**src/rtl/tap_controller_if.sv**
```systemverilog
// TAP pin/strobe bundle: TMS toward the controller, scan-chain strobes back out.
// Master drives TMS and observes the strobes; slave is the TAP controller.
interface tap_controller_if;
    logic tms;
    logic reset;
    logic tdo_en;
    logic shiftIR;
    logic captureIR;
    logic clockIR;
    logic updateIR;
    logic shiftDR;
    logic captureDR;
    logic clockDR;
    logic updateDR;
    logic select;

    modport master (
        output tms,
        input  reset, tdo_en, shiftIR, captureIR, clockIR, updateIR,
        input  shiftDR, captureDR, clockDR, updateDR, select
    );

    modport slave (
        input  tms,
        output reset, tdo_en, shiftIR, captureIR, clockIR, updateIR,
        output shiftDR, captureDR, clockDR, updateDR, select
    );
endinterface

```
**src/rtl/tap_controller.sv**
```systemverilog
// IEEE 1149.1 TAP controller: 16-state Moore FSM stepped by TMS on rising tck.
// Strobes are registered from the next state, so they are glitch-free and track the state entered.
//
// state | meaning
// TLR   | Test-Logic-Reset, downstream reset asserted
// RTI   | Run-Test/Idle
// SELDR | Select-DR-Scan
// CAPDR | Capture-DR
// SHDR  | Shift-DR
// EX1DR | Exit1-DR
// PAUDR | Pause-DR
// EX2DR | Exit2-DR
// UPDDR | Update-DR
// SELIR | Select-IR-Scan
// CAPIR | Capture-IR
// SHIR  | Shift-IR
// EX1IR | Exit1-IR
// PAUIR | Pause-IR
// EX2IR | Exit2-IR
// UPDIR | Update-IR
module tap_controller (
    input  logic             tck,
    input  logic             trst,
    tap_controller_if.slave  tap
);
    typedef enum logic [3:0] {
        TLR, RTI, SELDR, CAPDR, SHDR, EX1DR, PAUDR, EX2DR,
        UPDDR, SELIR, CAPIR, SHIR, EX1IR, PAUIR, EX2IR, UPDIR
    } state_t;

    // Strobe vector bit positions
    localparam int B_RESET  = 10;
    localparam int B_TDOEN  = 9;
    localparam int B_SHIR   = 8;
    localparam int B_CAPIR  = 7;
    localparam int B_CLKIR  = 6;
    localparam int B_UPDIR  = 5;
    localparam int B_SHDR   = 4;
    localparam int B_CAPDR  = 3;
    localparam int B_CLKDR  = 2;
    localparam int B_UPDDR  = 1;
    localparam int B_SELECT = 0;

    localparam logic [10:0] OUT_TLR = 11'b100_0000_0000;

    state_t      r_state;
    state_t      w_next;
    logic [10:0] r_out;
    logic [10:0] w_out;

    always_ff @(posedge tck) begin
        if (trst) begin
            r_state <= TLR;
            r_out   <= OUT_TLR;
        end else begin
            r_state <= w_next;
            r_out   <= w_out;
        end
    end

    always_comb begin
        w_next = r_state;
        w_out  = '0;
        case (r_state)
            TLR:     w_next = tap.tms ? TLR   : RTI;
            RTI:     w_next = tap.tms ? SELDR : RTI;
            SELDR:   w_next = tap.tms ? SELIR : CAPDR;
            CAPDR:   w_next = tap.tms ? EX1DR : SHDR;
            SHDR:    w_next = tap.tms ? EX1DR : SHDR;
            EX1DR:   w_next = tap.tms ? UPDDR : PAUDR;
            PAUDR:   w_next = tap.tms ? EX2DR : PAUDR;
            EX2DR:   w_next = tap.tms ? UPDDR : SHDR;
            UPDDR:   w_next = tap.tms ? SELDR : RTI;
            SELIR:   w_next = tap.tms ? TLR   : CAPIR;
            CAPIR:   w_next = tap.tms ? EX1IR : SHIR;
            SHIR:    w_next = tap.tms ? EX1IR : SHIR;
            EX1IR:   w_next = tap.tms ? UPDIR : PAUIR;
            PAUIR:   w_next = tap.tms ? EX2IR : PAUIR;
            EX2IR:   w_next = tap.tms ? UPDIR : SHIR;
            UPDIR:   w_next = tap.tms ? SELDR : RTI;
            default: w_next = TLR;
        endcase

        // Decode of the state about to be entered; registered above.
        case (w_next)
            TLR:   w_out[B_RESET] = 1'b1;
            CAPDR: begin
                w_out[B_CAPDR] = 1'b1;
                w_out[B_CLKDR] = 1'b1;
            end
            SHDR: begin
                w_out[B_SHDR]  = 1'b1;
                w_out[B_CLKDR] = 1'b1;
                w_out[B_TDOEN] = 1'b1;
            end
            UPDDR: w_out[B_UPDDR] = 1'b1;
            SELIR, EX1IR, PAUIR, EX2IR: w_out[B_SELECT] = 1'b1;
            CAPIR: begin
                w_out[B_CAPIR]  = 1'b1;
                w_out[B_CLKIR]  = 1'b1;
                w_out[B_SELECT] = 1'b1;
            end
            SHIR: begin
                w_out[B_SHIR]   = 1'b1;
                w_out[B_CLKIR]  = 1'b1;
                w_out[B_TDOEN]  = 1'b1;
                w_out[B_SELECT] = 1'b1;
            end
            UPDIR: begin
                w_out[B_UPDIR]  = 1'b1;
                w_out[B_SELECT] = 1'b1;
            end
            default: w_out = '0;
        endcase
    end

    assign tap.reset     = r_out[B_RESET];
    assign tap.tdo_en    = r_out[B_TDOEN];
    assign tap.shiftIR   = r_out[B_SHIR];
    assign tap.captureIR = r_out[B_CAPIR];
    assign tap.clockIR   = r_out[B_CLKIR];
    assign tap.updateIR  = r_out[B_UPDIR];
    assign tap.shiftDR   = r_out[B_SHDR];
    assign tap.captureDR = r_out[B_CAPDR];
    assign tap.clockDR   = r_out[B_CLKDR];
    assign tap.updateDR  = r_out[B_UPDDR];
    assign tap.select    = r_out[B_SELECT];
endmodule

```
**src/flat_wrapper.sv**
```systemverilog
// flat-port wrapper written by rule: the top's interface ports become plain ports
module tap_controller_flat 
  (tck, trst, tap_tms, tap_reset, tap_tdo_en, tap_shiftIR, tap_captureIR, tap_clockIR, tap_updateIR, tap_shiftDR, tap_captureDR, tap_clockDR, tap_updateDR, tap_select);
  tap_controller_if tap_i ();
  input  logic tck;
  input  logic trst;
  input wire logic [$bits(tap_i.tms)-1:0] tap_tms;
  output wire logic [$bits(tap_i.reset)-1:0] tap_reset;
  output wire logic [$bits(tap_i.tdo_en)-1:0] tap_tdo_en;
  output wire logic [$bits(tap_i.shiftIR)-1:0] tap_shiftIR;
  output wire logic [$bits(tap_i.captureIR)-1:0] tap_captureIR;
  output wire logic [$bits(tap_i.clockIR)-1:0] tap_clockIR;
  output wire logic [$bits(tap_i.updateIR)-1:0] tap_updateIR;
  output wire logic [$bits(tap_i.shiftDR)-1:0] tap_shiftDR;
  output wire logic [$bits(tap_i.captureDR)-1:0] tap_captureDR;
  output wire logic [$bits(tap_i.clockDR)-1:0] tap_clockDR;
  output wire logic [$bits(tap_i.updateDR)-1:0] tap_updateDR;
  output wire logic [$bits(tap_i.select)-1:0] tap_select;
  assign tap_i.tms = tap_tms;
  assign tap_reset = tap_i.reset;
  assign tap_tdo_en = tap_i.tdo_en;
  assign tap_shiftIR = tap_i.shiftIR;
  assign tap_captureIR = tap_i.captureIR;
  assign tap_clockIR = tap_i.clockIR;
  assign tap_updateIR = tap_i.updateIR;
  assign tap_shiftDR = tap_i.shiftDR;
  assign tap_captureDR = tap_i.captureDR;
  assign tap_clockDR = tap_i.clockDR;
  assign tap_updateDR = tap_i.updateDR;
  assign tap_select = tap_i.select;
  tap_controller u_core (.tck(tck), .trst(trst), .tap(tap_i));
endmodule
```
**config.mk**
```make
export PLATFORM = sky130hd
export DESIGN_NAME = tap_controller_flat
export DESIGN_NICKNAME = d
export VERILOG_FILES = /design/src/rtl/tap_controller_if.sv /design/src/rtl/tap_controller.sv /design/src/flat_wrapper.sv
export SDC_FILE = /design/constraint.sdc
export NUM_CORES = 1
export LEC_CHECK = 0
export BUFFER_PORTS_ARGS = -buffer_cell sky130_fd_sc_hd__buf_2
export CORE_MARGIN = 3
export CORE_UTILIZATION = 40
export DETAILED_ROUTE_END_ITERATION = 16
export PLACE_DENSITY = 0.71
export SYNTH_ARGS = -nofsm -noshare
export SYNTH_HDL_FRONTEND = slang
export SYNTH_SLANG_ARGS = --single-unit
```
**constraint.sdc**
```tcl
create_clock -name tck -period 1.1 [get_ports tck]
set_input_delay 0.22 -clock tck [delete_from_list [all_inputs] [get_ports tck]]
set_output_delay 0.22 -clock tck [all_outputs]
set_load 0.02 [all_outputs]
```
==> metrics.txt <==
# TYPE chip_impl_metric gauge
chip_impl_info{name="synth_top_area_cell",value="sky130_fd_sc_hd__dfxtp_1"} 1
chip_impl_metric{name="die_width",unit="µm"} 49.5
chip_impl_metric{name="drt_pre_antenna_iters",unit=""} 4
chip_impl_metric{name="met1Wirelength",unit="µm"} 808
chip_impl_metric{name="final_layout_size_suffix_gt1_share",unit="%"} 47.8
chip_impl_metric{name="final_critical_path_setup_slack",unit="ns"} -0.0861
chip_impl_metric{name="cts_made_buffers",unit=""} 3
chip_impl_metric{name="fp.dieH",unit="µm"} 49.5
chip_impl_metric{name="vdd_ir_drop_max",unit="V"} 0.000619
chip_impl_metric{name="fp.coreArea",unit="µm²"} 1760
chip_impl_metric{name="postSynthNetCount",unit=""} 87
chip_impl_metric{name="worst_slew_margin_rel",unit="%"} 80.1
chip_impl_metric{name="clock_period_minus_worst_slack",unit="ns"} 1.19
chip_impl_metric{name="dr_total_vias",unit=""} 712
chip_impl_metric{name="syn_area_per_cell",unit="µm²"} 9.01
chip_impl_metric{name="insertion_delay",unit="ns"} 0.29
chip_impl_info{name="route.top_layer_used",value="met4"} 1
chip_impl_metric{name="grtUsageTotal",unit="%"} 14.7
chip_impl_metric{name="area_growth_syn_to_layout",unit="%"} 35.2
chip_impl_metric{name="postSynthCellCount",unit=""} 84
chip_impl_info{name="rsz0062_at_grt",value="yes"} 1
chip_impl_metric{name="grt_pass1_vias",unit=""} 654
chip_impl_metric{name="worstMarginPinSlew",unit="ns"} 0.295
chip_impl_metric{name="hold_slack",unit="ns"} 0.285
chip_impl_metric{name="via_density",unit=""} 5.16
chip_impl_metric{name="routed_wl",unit="mm"} 1.87
chip_impl_info{name="yosys-top-cells-area",value="sky130_fd_sc_hd__dfxtp_1 (40%), sky130_fd_sc_hd__buf_6 (6.0%), sky130_fd_sc_hd__and2b_1 (3.0%), sky130_fd_sc_hd__nand2_1 (3.0%), sky130_fd_sc_hd__a21oi_1 (2.6%)"} 1
chip_impl_metric{name="antenna_found_initial",unit=""} 0
chip_impl_info{name="most_common_library_cell_in_the_layout_ignoring_fill_and_taps",value="sky130_fd_sc_hd__buf_4"} 1
chip_impl_metric{name="critical_path_arrival",unit="ns"} 1.36
chip_impl_metric{name="cpPeakStageDelay",unit="ns"} 0.39
chip_impl_metric{name="placement_rows",unit=""} 15
chip_impl_metric{name="detail_route.drc_violations",unit=""} 0
chip_impl_metric{name="hold_viol_final",unit=""} 0
chip_impl_info{name="critical_path.startpoint_type",value="flop"} 1
chip_impl_metric{name="detailroute.wirelength.met3",unit="µm"} 93
chip_impl_info{name="holdCritPathClass",value="input port to flop"} 1
chip_impl_metric{name="drt-wirelength-per-cell",unit="µm"} 13.5
chip_impl_metric{name="ys_ff_latch",unit=""} 15
chip_impl_metric{name="grt_first_pass_wirelength",unit="mm"} 2.77
chip_impl_metric{name="num_antenna_cells",unit=""} 0
chip_impl_metric{name="initial_core_util",unit="%"} 42.9
chip_impl_metric{name="crit_fanout",unit=""} 9
chip_impl_metric{name="cp.required",unit="ns"} 1.27
chip_impl_metric{name="design.portCount",unit=""} 14
chip_impl_info{name="root_buffer",value="sky130_fd_sc_hd__clkbuf_4"} 1
chip_impl_metric{name="critical_path.n_buffers_inverters",unit=""} 1
chip_impl_metric{name="nets",unit=""} 117
chip_impl_metric{name="clock_tree.htree_level_count",unit=""} 1
chip_impl_metric{name="post-place-ws",unit="ns"} -0.142
chip_impl_metric{name="place_congestion",unit=""} 0.845
chip_impl_info{name="tritoncts",value="yes"} 1
chip_impl_metric{name="reg2reg_slack",unit="ns"} -0.09
chip_impl_metric{name="synth.yosys.warnings",unit=""} 0
chip_impl_info{name="end_kind",value="flop"} 1
chip_impl_metric{name="maximum_number_of_pins_on_one_net_before_global_route_repair",unit=""} 13
chip_impl_metric{name="synth_top_cell_area_share",unit="%"} 39.7
chip_impl_metric{name="die_area",unit="µm²"} 2450
chip_impl_info{name="mostFrequentLayoutCells",value="sky130_fd_sc_hd__buf_4 (18), sky130_fd_sc_hd__buf_2 (13), sky130_fd_sc_hd__dfxtp_1 (11)"} 1
chip_impl_metric{name="pwr_cell_area",unit="nW/µm²"} 1150
chip_impl_metric{name="static-leakage-power",unit="nW"} 0.454
chip_impl_metric{name="grt_overflow_total",unit=""} 0
chip_impl_info{name="status",value="finished with violations"} 1
chip_impl_metric{name="final_worst_path_cycle_share",unit="%"} 108
chip_impl_metric{name="clock-skew-final",unit="ns"} 0.00504
chip_impl_info{name="worstSetupPathType",value="flop to flop"} 1
chip_impl_metric{name="timing.max_cap.violations",unit=""} 0
chip_impl_metric{name="num_clock_sinks",unit=""} 15
chip_impl_metric{name="yosysSeqAreaShare",unit="%"} 39.7
chip_impl_metric{name="synth_cell_types",unit=""} 37
chip_impl_info{name="critical_path.cell_chain",value="or2_4, buf_6, a32oi_1, nor3_1"} 1
chip_impl_metric{name="met2RoutedLength",unit="µm"} 904
chip_impl_info{name="failed_checks",value="negative setup slack"} 1
chip_impl_metric{name="fmaxAchievable",unit="MHz"} 843
chip_impl_metric{name="setup_violations",unit=""} 2
chip_impl_metric{name="placement.io_buffers",unit=""} 13
chip_impl_metric{name="syn-cell-area",unit="µm²"} 757
chip_impl_metric{name="postRouteAntennaNets",unit=""} 0
chip_impl_metric{name="drt-initial-drc-count",unit=""} 20
chip_impl_metric{name="dpl.hpwl",unit="mm"} 1.16
chip_impl_metric{name="final-max-slew-violation-count",unit=""} 0
chip_impl_info{name="cp_slowest_cell",value="sky130_fd_sc_hd__dfxtp_4"} 1
chip_impl_metric{name="cts-root-to-sink-buffers",unit=""} 2
chip_impl_info{name="critical_path.top_delay_family",value="flip-flops"} 1
chip_impl_metric{name="clk_transition_reported_paths",unit="ns"} 0.10
-- cell type report --
cell class	count	area [µm²]
Clock inverter	1	5.00
Inverter	3	11.3
Tap cell	25	31.3
Clock buffer	3	22.5
Fill cell	163	741
Sequential cell	15	315
Multi-Input combinational cell	56	393
Timing Repair Buffer	35	245
-- where the power goes --
group	internal, mW	total, mW	leakage (nW)	switching (mW)
combinational	0.145	0.274	0.312	0.129
clock	0.135	0.325	0.0177	0.189
sequential	0.559	0.582	0.125	0.0235
total	0.839	1.18	0.454	0.342
-- path summary, 6_finish.rpt --
kind	start	endpoint	cells past startpoint
max	u_core.r_state[0]$_SDFF_PP0_	u_core.r_out[9]$_SDFF_PP0_	4
max reg2reg	u_core.r_state[0]$_SDFF_PP0_	u_core.r_out[9]$_SDFF_PP0_	4
min reg2reg	u_core.r_state[1]$_SDFF_PP0_	u_core.r_out[7]$_SDFF_PP0_	2
min	trst	u_core.r_state[3]$_SDFF_PP0_	2
-- logic make-up (layout without fill, tap and decap cells) --
| group | count (synthesis) | count (layout) | synth area share (%) |
|---|---|---|---|
| xor gates and xnor gates | 2 | 2 | 2.31 |
| muxes | 1 | 1 | 1.32 |
| buffers and inverters | 13 | 42 | 11.9 |
| DFF | 15 | 15 | 39.7 |
| and+or+nand+nor | 37 | 37 | 29.3 |
| AOI/OAI and AO/OA | 16 | 16 | 15.5 |
-- sequential cells by signal, indices dropped and copies added (netlist names) --
name	cells
u_core.r_out	11
u_core.r_state	4
-- repair_timing --
| item | 4_1_cts | 5_1_grt |
|---|---|---|
| cloned | 0 | 0 |
| buffers inserted | 4 | 2 |
| gates resized for setup | 15 | 9 |
| hold buffers | 0 | 0 |
| setup endpoints to repair | 12 | 9 |
| pin swaps | 1 | 1 |
| endpoints found under the hold margin | 0 | 0 |
-- worst reg2reg max path, cell delays in order, from the launching register on --
cell	delay [ns]
sky130_fd_sc_hd__dfxtp_4	0.39
sky130_fd_sc_hd__or2_4	0.27
sky130_fd_sc_hd__buf_6	0.12
sky130_fd_sc_hd__a32oi_1	0.22
sky130_fd_sc_hd__nor3_1	0.08
-- per-stage QoR --
stage                     cells  setup TNS [ns]  cell area [µm²]  utilization [%]  power [mW]
after floorplan              84               0              763                -       0.752
after global placement      128          -0.503              895             50.7       0.809
final                       138          -0.119             1020             58.0        1.18
after global routing        138          -0.406             1020             58.0        1.24
after detailed placement    128          -0.754              895             50.7       0.814
after CTS                   136         -0.0391              992             56.2        1.16
-- synthesized netlist by cell type --
library cell / n
sky130_fd_sc_hd__dfxtp_1: 15
sky130_fd_sc_hd__nand2_1: 6
sky130_fd_sc_hd__nor2_1: 5
sky130_fd_sc_hd__a21oi_1: 4
sky130_fd_sc_hd__buf_6: 4
sky130_fd_sc_hd__and2b_1: 3
sky130_fd_sc_hd__buf_2: 3
sky130_fd_sc_hd__nand3_1: 3
sky130_fd_sc_hd__nor2b_1: 3
sky130_fd_sc_hd__nor3_1: 3
sky130_fd_sc_hd__nor4_1: 3
sky130_fd_sc_hd__a32oi_1: 2
sky130_fd_sc_hd__and3_1: 2
sky130_fd_sc_hd__buf_4: 2
sky130_fd_sc_hd__inv_1: 2
sky130_fd_sc_hd__nor4b_1: 2
sky130_fd_sc_hd__o21ai_0: 2
sky130_fd_sc_hd__a2111oi_2: 1
sky130_fd_sc_hd__a21bo_2: 1
sky130_fd_sc_hd__a31oi_1: 1
sky130_fd_sc_hd__and4_1: 1
sky130_fd_sc_hd__buf_1: 1
sky130_fd_sc_hd__inv_2: 1
sky130_fd_sc_hd__mux2i_1: 1
sky130_fd_sc_hd__nand2b_1: 1
sky130_fd_sc_hd__nand3b_1: 1
sky130_fd_sc_hd__nor3b_1: 1
sky130_fd_sc_hd__nor4b_2: 1
sky130_fd_sc_hd__o21a_1: 1
sky130_fd_sc_hd__o21bai_1: 1
sky130_fd_sc_hd__o22ai_1: 1
sky130_fd_sc_hd__o311ai_0: 1
sky130_fd_sc_hd__o31a_1: 1
sky130_fd_sc_hd__or2_4: 1
sky130_fd_sc_hd__or3_1: 1
sky130_fd_sc_hd__xnor2_1: 1
sky130_fd_sc_hd__xor2_1: 1
-- layer usage --
metal | GRT usage, % | vias to the layer above
met3 | 4.83 | 8
met4 | 10.1 | 0
met1 | 16.1 | 319
li1 | - | 356
met5 | 0 | -
met2 | 24.1 | 29
(Power assumes the default switching activity.)
